<file path="config.mk">
export PLATFORM = sky130hd
export DESIGN_NAME = mul_io_ctrl
export DESIGN_NICKNAME = d
export VERILOG_FILES = /design/src/rtl/mul_io_pkg.sv /design/src/rtl/mul_io_ctrl_lat_counter.sv /design/src/rtl/mul_io_ctrl.sv
export SDC_FILE = /design/constraint.sdc
export NUM_CORES = 1
export LEC_CHECK = 0
export BUFFER_PORTS_ARGS = -buffer_cell sky130_fd_sc_hd__buf_4
export CELL_PAD_IN_SITES_DETAIL_PLACEMENT = 2
export CELL_PAD_IN_SITES_GLOBAL_PLACEMENT = 2
export CORE_MARGIN = 2
export CORE_UTILIZATION = 27
export CTS_BUF_LIST = sky130_fd_sc_hd__clkbuf_16
export DETAILED_ROUTE_END_ITERATION = 16
export HOLD_SLACK_MARGIN = 0.06
export MAX_ROUTING_LAYER = met4
export PLACE_DENSITY = 0.9
export SKIP_LAST_GASP = 1
export SLEW_MARGIN = 25
export SYNTH_ARGS = -nofsm -noshare
export SYNTH_HDL_FRONTEND = slang
export SYNTH_SLANG_ARGS = --single-unit
</file>
<file path="constraint.sdc">
create_clock -name clk -period 3.4 [get_ports clk]
set_clock_uncertainty 0.2 [all_clocks]
set_input_delay 0.34 -clock clk [delete_from_list [all_inputs] [get_ports clk]]
set_output_delay 0.34 -clock clk [all_outputs]
set_load 0.01 [all_outputs]
</file>
<file path="src/rtl/mul_io_pkg.sv">
// mul_io_pkg: shared state type and defaults for mul_io_ctrl
package mul_io_pkg;
  typedef enum logic [1:0] {IDLE, BUSY, DONE} state_t;
  localparam int DEF_WIDTH = 32;
  localparam int DEF_MUL_LAT = 2;
  localparam int CNT_W = 4;
endpackage

</file>
<file path="src/rtl/mul_io_ctrl_lat_counter.sv">
// lat_counter: loadable down-counter whose terminal count flags the final busy cycle
module lat_counter import mul_io_pkg::*; (
  input  logic             clk,
  input  logic             reset,
  input  logic             load,
  input  logic [CNT_W-1:0] load_val,
  input  logic             dec,
  output logic [CNT_W-1:0] cnt,
  output logic             tc
);
  always_ff @(posedge clk)
    if (!reset) cnt <= '0;
    else if (load) cnt <= load_val;
    else if (dec && cnt != '0) cnt <= cnt - CNT_W'(1);
  assign tc = cnt == CNT_W'(1);
endmodule

</file>
<file path="src/rtl/mul_io_ctrl.sv">
// mul_io_ctrl: valid/ready wrapper around an external fixed-latency multiplier
module mul_io_ctrl import mul_io_pkg::*; #(
  parameter int WIDTH = DEF_WIDTH,
  parameter int MUL_LAT = DEF_MUL_LAT
) (
  input  logic               clk,
  input  logic               reset,
  input  logic               in_valid,
  output logic               in_ready,
  input  logic [WIDTH-1:0]   in_a,
  input  logic [WIDTH-1:0]   in_b,
  output logic [WIDTH-1:0]   mul_a,
  output logic [WIDTH-1:0]   mul_b,
  input  logic [2*WIDTH-1:0] mul_p,
  output logic               out_valid,
  input  logic               out_ready,
  output logic [2*WIDTH-1:0] out_p
);
  state_t state, state_next;
  logic accept, capture, tc;
  logic [CNT_W-1:0] cnt;
  assign in_ready = state == IDLE || (state == DONE && out_ready);
  assign accept = in_valid && in_ready;
  assign capture = state == BUSY && tc;
  assign out_valid = state == DONE;
  lat_counter u_cnt (
    .clk(clk),
    .reset(reset),
    .load(accept),
    .load_val(CNT_W'(MUL_LAT)),
    .dec(state == BUSY),
    .cnt(cnt),
    .tc(tc)
  );
  always_ff @(posedge clk)
    if (!reset) state <= IDLE;
    else state <= state_next;
  always_comb begin
    state_next = state;
    if (accept) state_next = BUSY;
    else if (capture) state_next = DONE;
    else if (state == DONE && out_ready) state_next = IDLE;
  end
  always_ff @(posedge clk)
    if (!reset) begin
      mul_a <= '0;
      mul_b <= '0;
      out_p <= '0;
    end else begin
      if (accept) begin
        mul_a <= in_a;
        mul_b <= in_b;
      end
      if (capture) out_p <= mul_p;
    end
endmodule

</file>
Word-level counts from Yosys, hierarchy flattened
Index checks and enable logic that the tools add are counted.
{ "classes": {"n_addsub": 1, "mul": 0, "n_div": 0, "order_cmp": 0, "eq_ne": 3, "shift": 0, "muxes": 5, "bitwise": 1, "reduce_logical": 11} }
{ "ops": {"columns": ["operator", "n"], "rows": [
  ["$mux 2", 4],
  ["$eq 4x1->1 const B", 1],
  ["$logic_and 1x1->1", 4],
  ["$reduce_bool 2->1", 2],
  ["$reduce_bool 4->1", 1],
  ["$sub 4x1->4 const B", 1],
  ["$reduce_bool 3->1", 1],
  ["$eq 2x1->1 const B", 1],
  ["$eq 2x2->1 const B", 1],
  ["$logic_not 2->1", 1],
  ["$reduce_or 2->1", 1],
  ["$logic_or 1x1->1", 1],
  ["$mux 1", 1],
  ["$not 1->1", 1]
]} }
{ "word_totals": {"register_bits": 134, "latchBits": 0, "ramBits": 0, "romBits": 0, "inputBits": 132, "mem_count": 0} }

Logic depth before layout (Yosys ltp)
Gate-level depths: netlist of the first run.
{ "depth": {"word_depth": 5, "depth_mapped": 7} }

By module
From an unflattened synthesis of the first run, not the netlist that was laid out.
{ "hier_totals": {"hier_cells": 611, "hier_area_um2": 5212.5} }
{ "modules_own_cells": {"columns": ["mod", "instances", "cells_each", "area_per_inst_um2", "seq_area_each_um2"], "rows": [
  ["mul_io_ctrl", 1, 576, 4941.0, 2602.5],
  ["lat_counter", 1, 35, 271.5, 80.1]
]} }

Least setup slack after synthesis of the first run
Ideal clock, no wire load.
{ "synth_timing": {"path_type": "flip-flop to flip-flop", "startpoint": "register u_cnt.cnt[1]", "endpoint": "register out_p[13]", "setup_time_ps": 124, "t_arrival_ps": 1396, "required_time_ps": 3076, "slack_ps": 1680, "stages_incl_launch_ff": 8, "path_buffers": 2, "synth_period_minus_slack_ps": 1720, "cell_sequence": "dfxtp_1 -> inv_1 -> ha_1 -> or3b_1 -> buf_2 -> clkbuf_1 -> o21ai_0 -> a21boi_0"} }
{ "synth_via": {"elab_chain_cells": 2} }
{ "synth_lines": {"columns": ["item", "line_no", "rtl"], "rows": [
  ["start, declared", "mul_io_ctrl_lat_counter.sv:8", "output logic [CNT_W-1:0] cnt,"],
  ["start signal, assigned", "mul_io_ctrl_lat_counter.sv:13", "else if (load) cnt <= load_val;"],
  ["start signal, assigned", "mul_io_ctrl_lat_counter.sv:14", "else if (dec && cnt != '0) cnt <= cnt - CNT_W'(1);"],
  ["$eq 4x1->1", "mul_io_ctrl_lat_counter.sv:15", "assign tc = cnt == CNT_W'(1);"],
  ["$logic_and 1x1->1", "mul_io_ctrl.sv:24", "assign capture = state == BUSY && tc;"],
  ["end signal, assigned", "mul_io_ctrl.sv:54", "if (capture) out_p <= mul_p;"],
  ["end, declared", "mul_io_ctrl.sv:17", "output logic [2*WIDTH-1:0] out_p"]
]} }
No other way between the ends.
A chain may end at the register's enable or synchronous reset.

Worst setup path after layout of the first run
{ "layout_timing": {"startpoint": "register u_cnt.cnt[1]", "endpoint": "register out_p[51]"} }
The elaborated chain is that of the path after synthesis.

==> results.cfg, run 1 <==
[clocking]
cts_max_path_buffers = 2
cts_tree = built
path_clk_slew_ps = 60
clk-insertion-delay-late_ps = 410
root_buffer = clkbuf_16
numCtsBuffers = 17
cts.htree.levels = 4
cts.sinks = 134

[timing]
grt_setup_unrepaired = no
whs_ps = 71.6
setup_viol = 0
period_share = 0.737
slew_headroom = 0.325
setup_tns_ps = 0
finalMaxSlewViolations = 0
min_period_ps = 2510
max_freq_mhz = 399
worst_pin_slew_ps = 1010
final-hold-violation-count = 0

[floorplanning]
ios = 262
core.rowCount = 52
die_height_um = 147
design.die.area_mm2 = 0.0215
die_w_um = 147
initial_core_util = 0.273
core_mm2 = 0.0201

[worst_setup_path]
worstPathArrival_ps = 2630
cp_slowest_cell = or3b_2
cp_cell_sequence = inv_1 > ha_1 > or3b_2 > buf_4 > o21ai_0 > a21boi_0
cpLargestDelayFamily = simple AND/OR/NAND/NOR gates
path_buf_inv = 2
worstSetupStartpointType = flip-flop
cp_max_fo = 51
critical_path.max_stage_delay_ps = 860
worstPathRequired_ps = 3520
crit_type = flip-flop to flip-flop
cp-end-kind = flip-flop

[global_route]
grt_pass1_wl_mm = 44.6
grt_max_degree = 72
grt_antenna_before_repair = 0
overflow = 0
track_usage = 0.277
first_global_vias = 7317

[drt]
route.vias.total = 6403
vias_per_cell = 5.10
wl_per_cell_um = 23.6
dr.pass1.iters = 4
drcViolationCount = 0
drt-total-wl_mm = 29.6
ant_nets = 0
drt_iter0_markers = 219

[power_and_ir_drop]
post-layout-total-power_mw = 4.12
peakVddDrop_uv = 313
p_leak_nw = 3.85
p_per_area_mw_per_mm2 = 438

[logic_synthesis]
synth_common_cells = dfxtp_1, o21ai_0, nand3_1
synth_fp_nets = 759
ys_top_cells_by_area = dfxtp_1, a21boi_0, o21ai_0
synth.largest_area_cell = dfxtp_1
syn_area_per_cell_um2 = 8.79
synth_flop_cell = dfxtp_1
seq_area_frac_synth = 0.489
synth_area_mm2 = 0.00549
synth_edf_count = 0
syn-instance-count = 624
synth.distinct_cells = 29
synth-async-reset-ratio = 0
synth-seq-cells = 134
netlist.area_leader.share = 0.489
yosysMostFrequentCell = dfxtp_1
yosys_warnings = 0

[min_path]
hold_path.class = input port to flip-flop

[placement]
hpwlAfterDp_mm = 14.9
routabilityCongestion = 0.732
portBuffers = 261

[run_status]
status = complete, no violations

[layout]
drive_above_1_share = 0.323
diodes = 0
syn_to_final_growth_pct = 71.2
final_nets = 1107
utilization = 0.467
fillers = 2064

[flow_run]
max_cap_viol_count = 0
-- per-stage QoR --
stage | area [um^2] | cells | worst slack, ps
global placement | 7610 | 1100 | 1100
finish | 9400 | 1255 | 893
detailed placement | 7610 | 1100 | 961
global route | 9400 | 1255 | 720
floorplan | 5490 | 624 | 1680
CTS | 9400 | 1255 | 964
-- worst paths after layout --
check,slack [ps],start,endpoint,cells past startpoint
worst min register to register,280,mul_b[3],mul_b[3],2
worst max register to register,890,u_cnt.cnt[1],out_p[51],6
worst min-delay path,70,in_a[15],mul_a[15],3
worst max-delay path,890,u_cnt.cnt[1],out_p[51],6
-- logic make-up (layout without fill, tap and decap cells) --
logic type               after synthesis  after routing  synth area share
adder cells (fa/ha/maj)                3              3           0.00684
flip-flops                           134            134             0.489
AO/OA/AOI/OAI                        267            267             0.305
AND/OR/NAND/NOR                      147            147             0.141
buffers and inverters                 73            434            0.0584
-- worst reg2reg max path, stage by stage (launching register included) --
cell	delay, ps
dfxtp_1	330
inv_1	80
ha_1	200
or3b_2	860
buf_4	370
o21ai_0	100
a21boi_0	270
-- flip-flops by register name, indices dropped and copies added (netlist names) --
name and count:
mul_b 32, out_p 64, state 2, mul_a 32, u_cnt.cnt 4
-- final cells by class --
class,count,area (um^2),share of cell area
Tap cell,270,338,0.0359
Timing Repair Buffer,399,3300,0.351
Multi-Input combinational cell,417,2500,0.267
Sequential cell,134,2680,0.285
Clock buffer,17,425,0.0453
Clock inverter,15,133,0.0141
Inverter,3,11.3,0.00120
-- power breakdown --
group	internal (mW)	leakage (nW)	switching (mW)
Combinational	0.335	2.50	0.320
Clock	1.01	0.267	0.790
Sequential	1.63	1.09	0.0389
Total	2.97	3.85	1.15
-- cells in the final DEF (no fill, tap or decap), types with 2 or more instances in the layout --
cell type / Yosys / routed
buf_4: 6 / 276
dfxtp_1: 134 / 134
o21ai_0: 132 / 132
nand3_1: 129 / 129
dlygate4sd3_1: 0 / 123
a21boi_0: 95 / 95
a21boi_1: 34 / 34
clkbuf_16: 0 / 17
clkinv_4: 0 / 5
inv_1: 3 / 3
a21oi_1: 3 / 3
ha_1: 3 / 3
clkinv_2: 0 / 3
clkinvlp_4: 0 / 3
and2b_2: 0 / 2
nand2b_2: 0 / 2
or3b_2: 1 / 2
or4_1: 2 / 2
inv_6: 0 / 2
-- what timing repair did --
item / 4_1_cts / 5_1_grt
setup buffers: 0 / 0
endpoints found under the hold margin: 123 / 0
hold buffers: 123 / 0
gates resized for setup: 0 / 0
-- layer usage --
metal / track usage / up-vias / routed length (um) / share of wire
li1: - / 2930 / - / -
met1: 0.302 / 3186 / 11900 / 0.40
met2: 0.493 / 238 / 15100 / 0.51
met3: 0.0734 / 49 / 1780 / 0.060
met4: 0.0859 / 0 / 718 / 0.024
met5: - / - / 0 / 0
Power figures use the tool's default switching activity.
==> run 2: changes to the inputs <==
--- a/config.mk
+++ b/config.mk
@@ -9,12 +9,12 @@
 export CELL_PAD_IN_SITES_DETAIL_PLACEMENT = 2
 export CELL_PAD_IN_SITES_GLOBAL_PLACEMENT = 2
 export CORE_MARGIN = 2
-export CORE_UTILIZATION = 27
+export CORE_UTILIZATION = 25
 export CTS_BUF_LIST = sky130_fd_sc_hd__clkbuf_16
 export DETAILED_ROUTE_END_ITERATION = 16
 export HOLD_SLACK_MARGIN = 0.06
 export MAX_ROUTING_LAYER = met4
-export PLACE_DENSITY = 0.9
+export PLACE_DENSITY = 0.84
 export SKIP_LAST_GASP = 1
 export SLEW_MARGIN = 25
 export SYNTH_ARGS = -nofsm -noshare
==> constraint.sdc (replaced) <==
create_clock -name clk -period 2.45 [get_ports clk]
set_clock_uncertainty 0.2 [all_clocks]
set_input_delay 0.245 -clock clk [delete_from_list [all_inputs] [get_ports clk]]
set_output_delay 0.245 -clock clk [all_outputs]
set_load 0.01 [all_outputs]
==> results.cfg, run 2 (synthesis gave the netlist of run 1 again) <==
[run_status]
status = complete, no violations

[power_and_ir_drop]
peakVddDrop_uv = 463
p_leak_nw = 3.96
p_sw_mw = 1.55
combinationalPowerShare = 0.158
swShare = 0.263
p_per_area_mw_per_mm2 = 609
pwr-share-seq = 0.392
p_int_mw = 4.34
p_clk_frac = 0.450

[timing]
setup_tns_ps = 0
worst_pin_slew_ps = 631
grt_setup_unrepaired = no
max_freq_mhz = 445
whs_ps = 136
finalMaxSlewViolations = 0
final-hold-violation-count = 0
setup_viol = 0
min_period_ps = 2250
period_share = 0.917
slew_headroom = 0.580

[clocking]
cts_hold_buf = 128
cts_max_path_buffers = 2
numCtsBuffers = 17
path_clk_slew_ps = 60
cts.sinks = 134
clk-insertion-delay-late_ps = 420
post_cts_buffers = 0
cts.htree.levels = 4
cts-resized-gates = 0
cts_tree = built
root_buffer = clkbuf_16

[layout]
largestRegisters = out_p: 64 flops, mul_a: 32 flops, mul_b: 32 flops
layout_common_cells = buf_4, dfxtp_1, o21ai_0
largest_register = out_p
syn_to_final_growth_pct = 76.1
mostFrequentLayoutCell = buf_4
largest_reg_flops = 64
fin_area_mm2 = 0.00966
stdcell_count = 1275
drive_above_1_share = 0.321
final_nets = 1116

[worst_setup_path]
path_buf_inv = 2
cp_cell_sequence = inv_1 > ha_1 > or3b_2 > buf_12 > o21ai_0 > a21boi_0
worstPathArrival_ps = 2320
critical_path.max_stage_delay_ps = 590
cp_max_fo = 55
regToRegSetupSlack_ps = 200
worstPathRequired_ps = 2520
worstReg2RegStart = u_cnt.cnt[1]
r2r-end = out_p[17]
cp_slowest_cell = or3b_2
crit_type = flip-flop to flip-flop
worstSetupStartpointType = flip-flop
r2r_cells = 6
cp-end-kind = flip-flop
cpLargestDelayFamily = simple AND/OR/NAND/NOR gates

[placement]
dpl-instance-area_mm2 = 0.00779
dp_cells = 1114
hpwlAfterDp_mm = 14.6
portBuffers = 261
routabilityCongestion = 0.741

[min_path]
worstHoldPathCells = 2
hp-start = reset
hold_end = mul_b[31]
hold_path.class = input port to flip-flop

[floorplanning]
core_mm2 = 0.0217
initial_core_util = 0.253
ios = 262
die_w_um = 152
die_height_um = 152
design.die.area_mm2 = 0.0232
core.rowCount = 54

[drt]
wl_met2_mm = 14.5
drcViolationCount = 0
ant_nets = 0
wl_per_cell_um = 21.8
route.met3.wl_mm = 1.52
route.vias.total = 6409
drt-total-wl_mm = 27.7
dr.pass1.iters = 4
vias_per_cell = 5.03
wl_met1_mm = 11.2
drt_iter0_markers = 210
top_layer_used = met4

[global_route]
first_global_vias = 7272
track_usage = 0.238
grt_max_degree = 66
grt_pass1_wl_mm = 42.5
overflow = 0
grt_antenna_before_repair = 1

[flow_run]
max_cap_viol_count = 0
run 2: changes by cell type in the layout (fill, tap and decap cells not counted), moves of 2 or more:
cell / delta
clkinv_4: -2
clkinv_1: +2
dlygate4sd3_1: +5
buf_12: +11
buf_4: -7
bufinv_16: +2
inv_6: -2
run 2: worst max path at each step:
stage	cells after the start	slack, ps	endpoint	startpoint
after floorplan	7	730	out_p[13]	u_cnt.cnt[1]
after global placement	6	490	out_p[61]	u_cnt.cnt[1]
after detailed placement	6	310	out_p[4]	u_cnt.cnt[1]
after CTS	6	310	out_p[4]	u_cnt.cnt[1]
after global routing	6	100	out_p[17]	u_cnt.cnt[1]
final	6	200	out_p[17]	u_cnt.cnt[1]
run 2: routing by layer:
| metal | up-vias | global-route usage |
|---|---|---|
| li1 | 2953 | - |
| met1 | 3166 | 0.257 |
| met2 | 250 | 0.435 |
| met3 | 40 | 0.0563 |
| met4 | 0 | 0.0681 |
| met5 | - | - |
run 2: power groups by stage:
stage          combinational [mW]  clock (mW)  sequential (mW)
4_1_cts                     0.897        2.70             2.30
3_3_place_gp                0.714           0             2.34
5_1_grt                     0.992        2.80             2.31
2_1_floorplan               0.276           0             2.38
3_5_place_dp                0.724           0             2.35
6_report                    0.930        2.65             2.31
run 2: per-stage QoR:
| step | util | setup WS (ps) | total power [mW] |
|---|---|---|---|
| floorplan | - | 730 | 2.65 |
| global placement | 0.359 | 488 | 3.06 |
| detailed placement | 0.359 | 315 | 3.07 |
| CTS | 0.445 | 305 | 5.89 |
| global route | 0.445 | 99.2 | 6.11 |
| finish | 0.445 | 204 | 5.89 |
run 2: layout make-up:
cell class | count | area, um^2
Timing Repair Buffer | 408 | 3520
Sequential cell | 134 | 2680
Fill cell | 2284 | 12000
Clock inverter | 15 | 164
Tap cell | 280 | 350
Inverter | 3 | 11.3
Antenna cell | 1 | 2.50
Multi-Input combinational cell | 417 | 2500
Clock buffer | 17 | 425
run 2: worst reg2reg max path: stages (launching register included):
cell and delay, ps:
dfxtp_1 310, inv_1 110, ha_1 180, or3b_2 590, buf_12 230, o21ai_0 300
a21boi_0 180
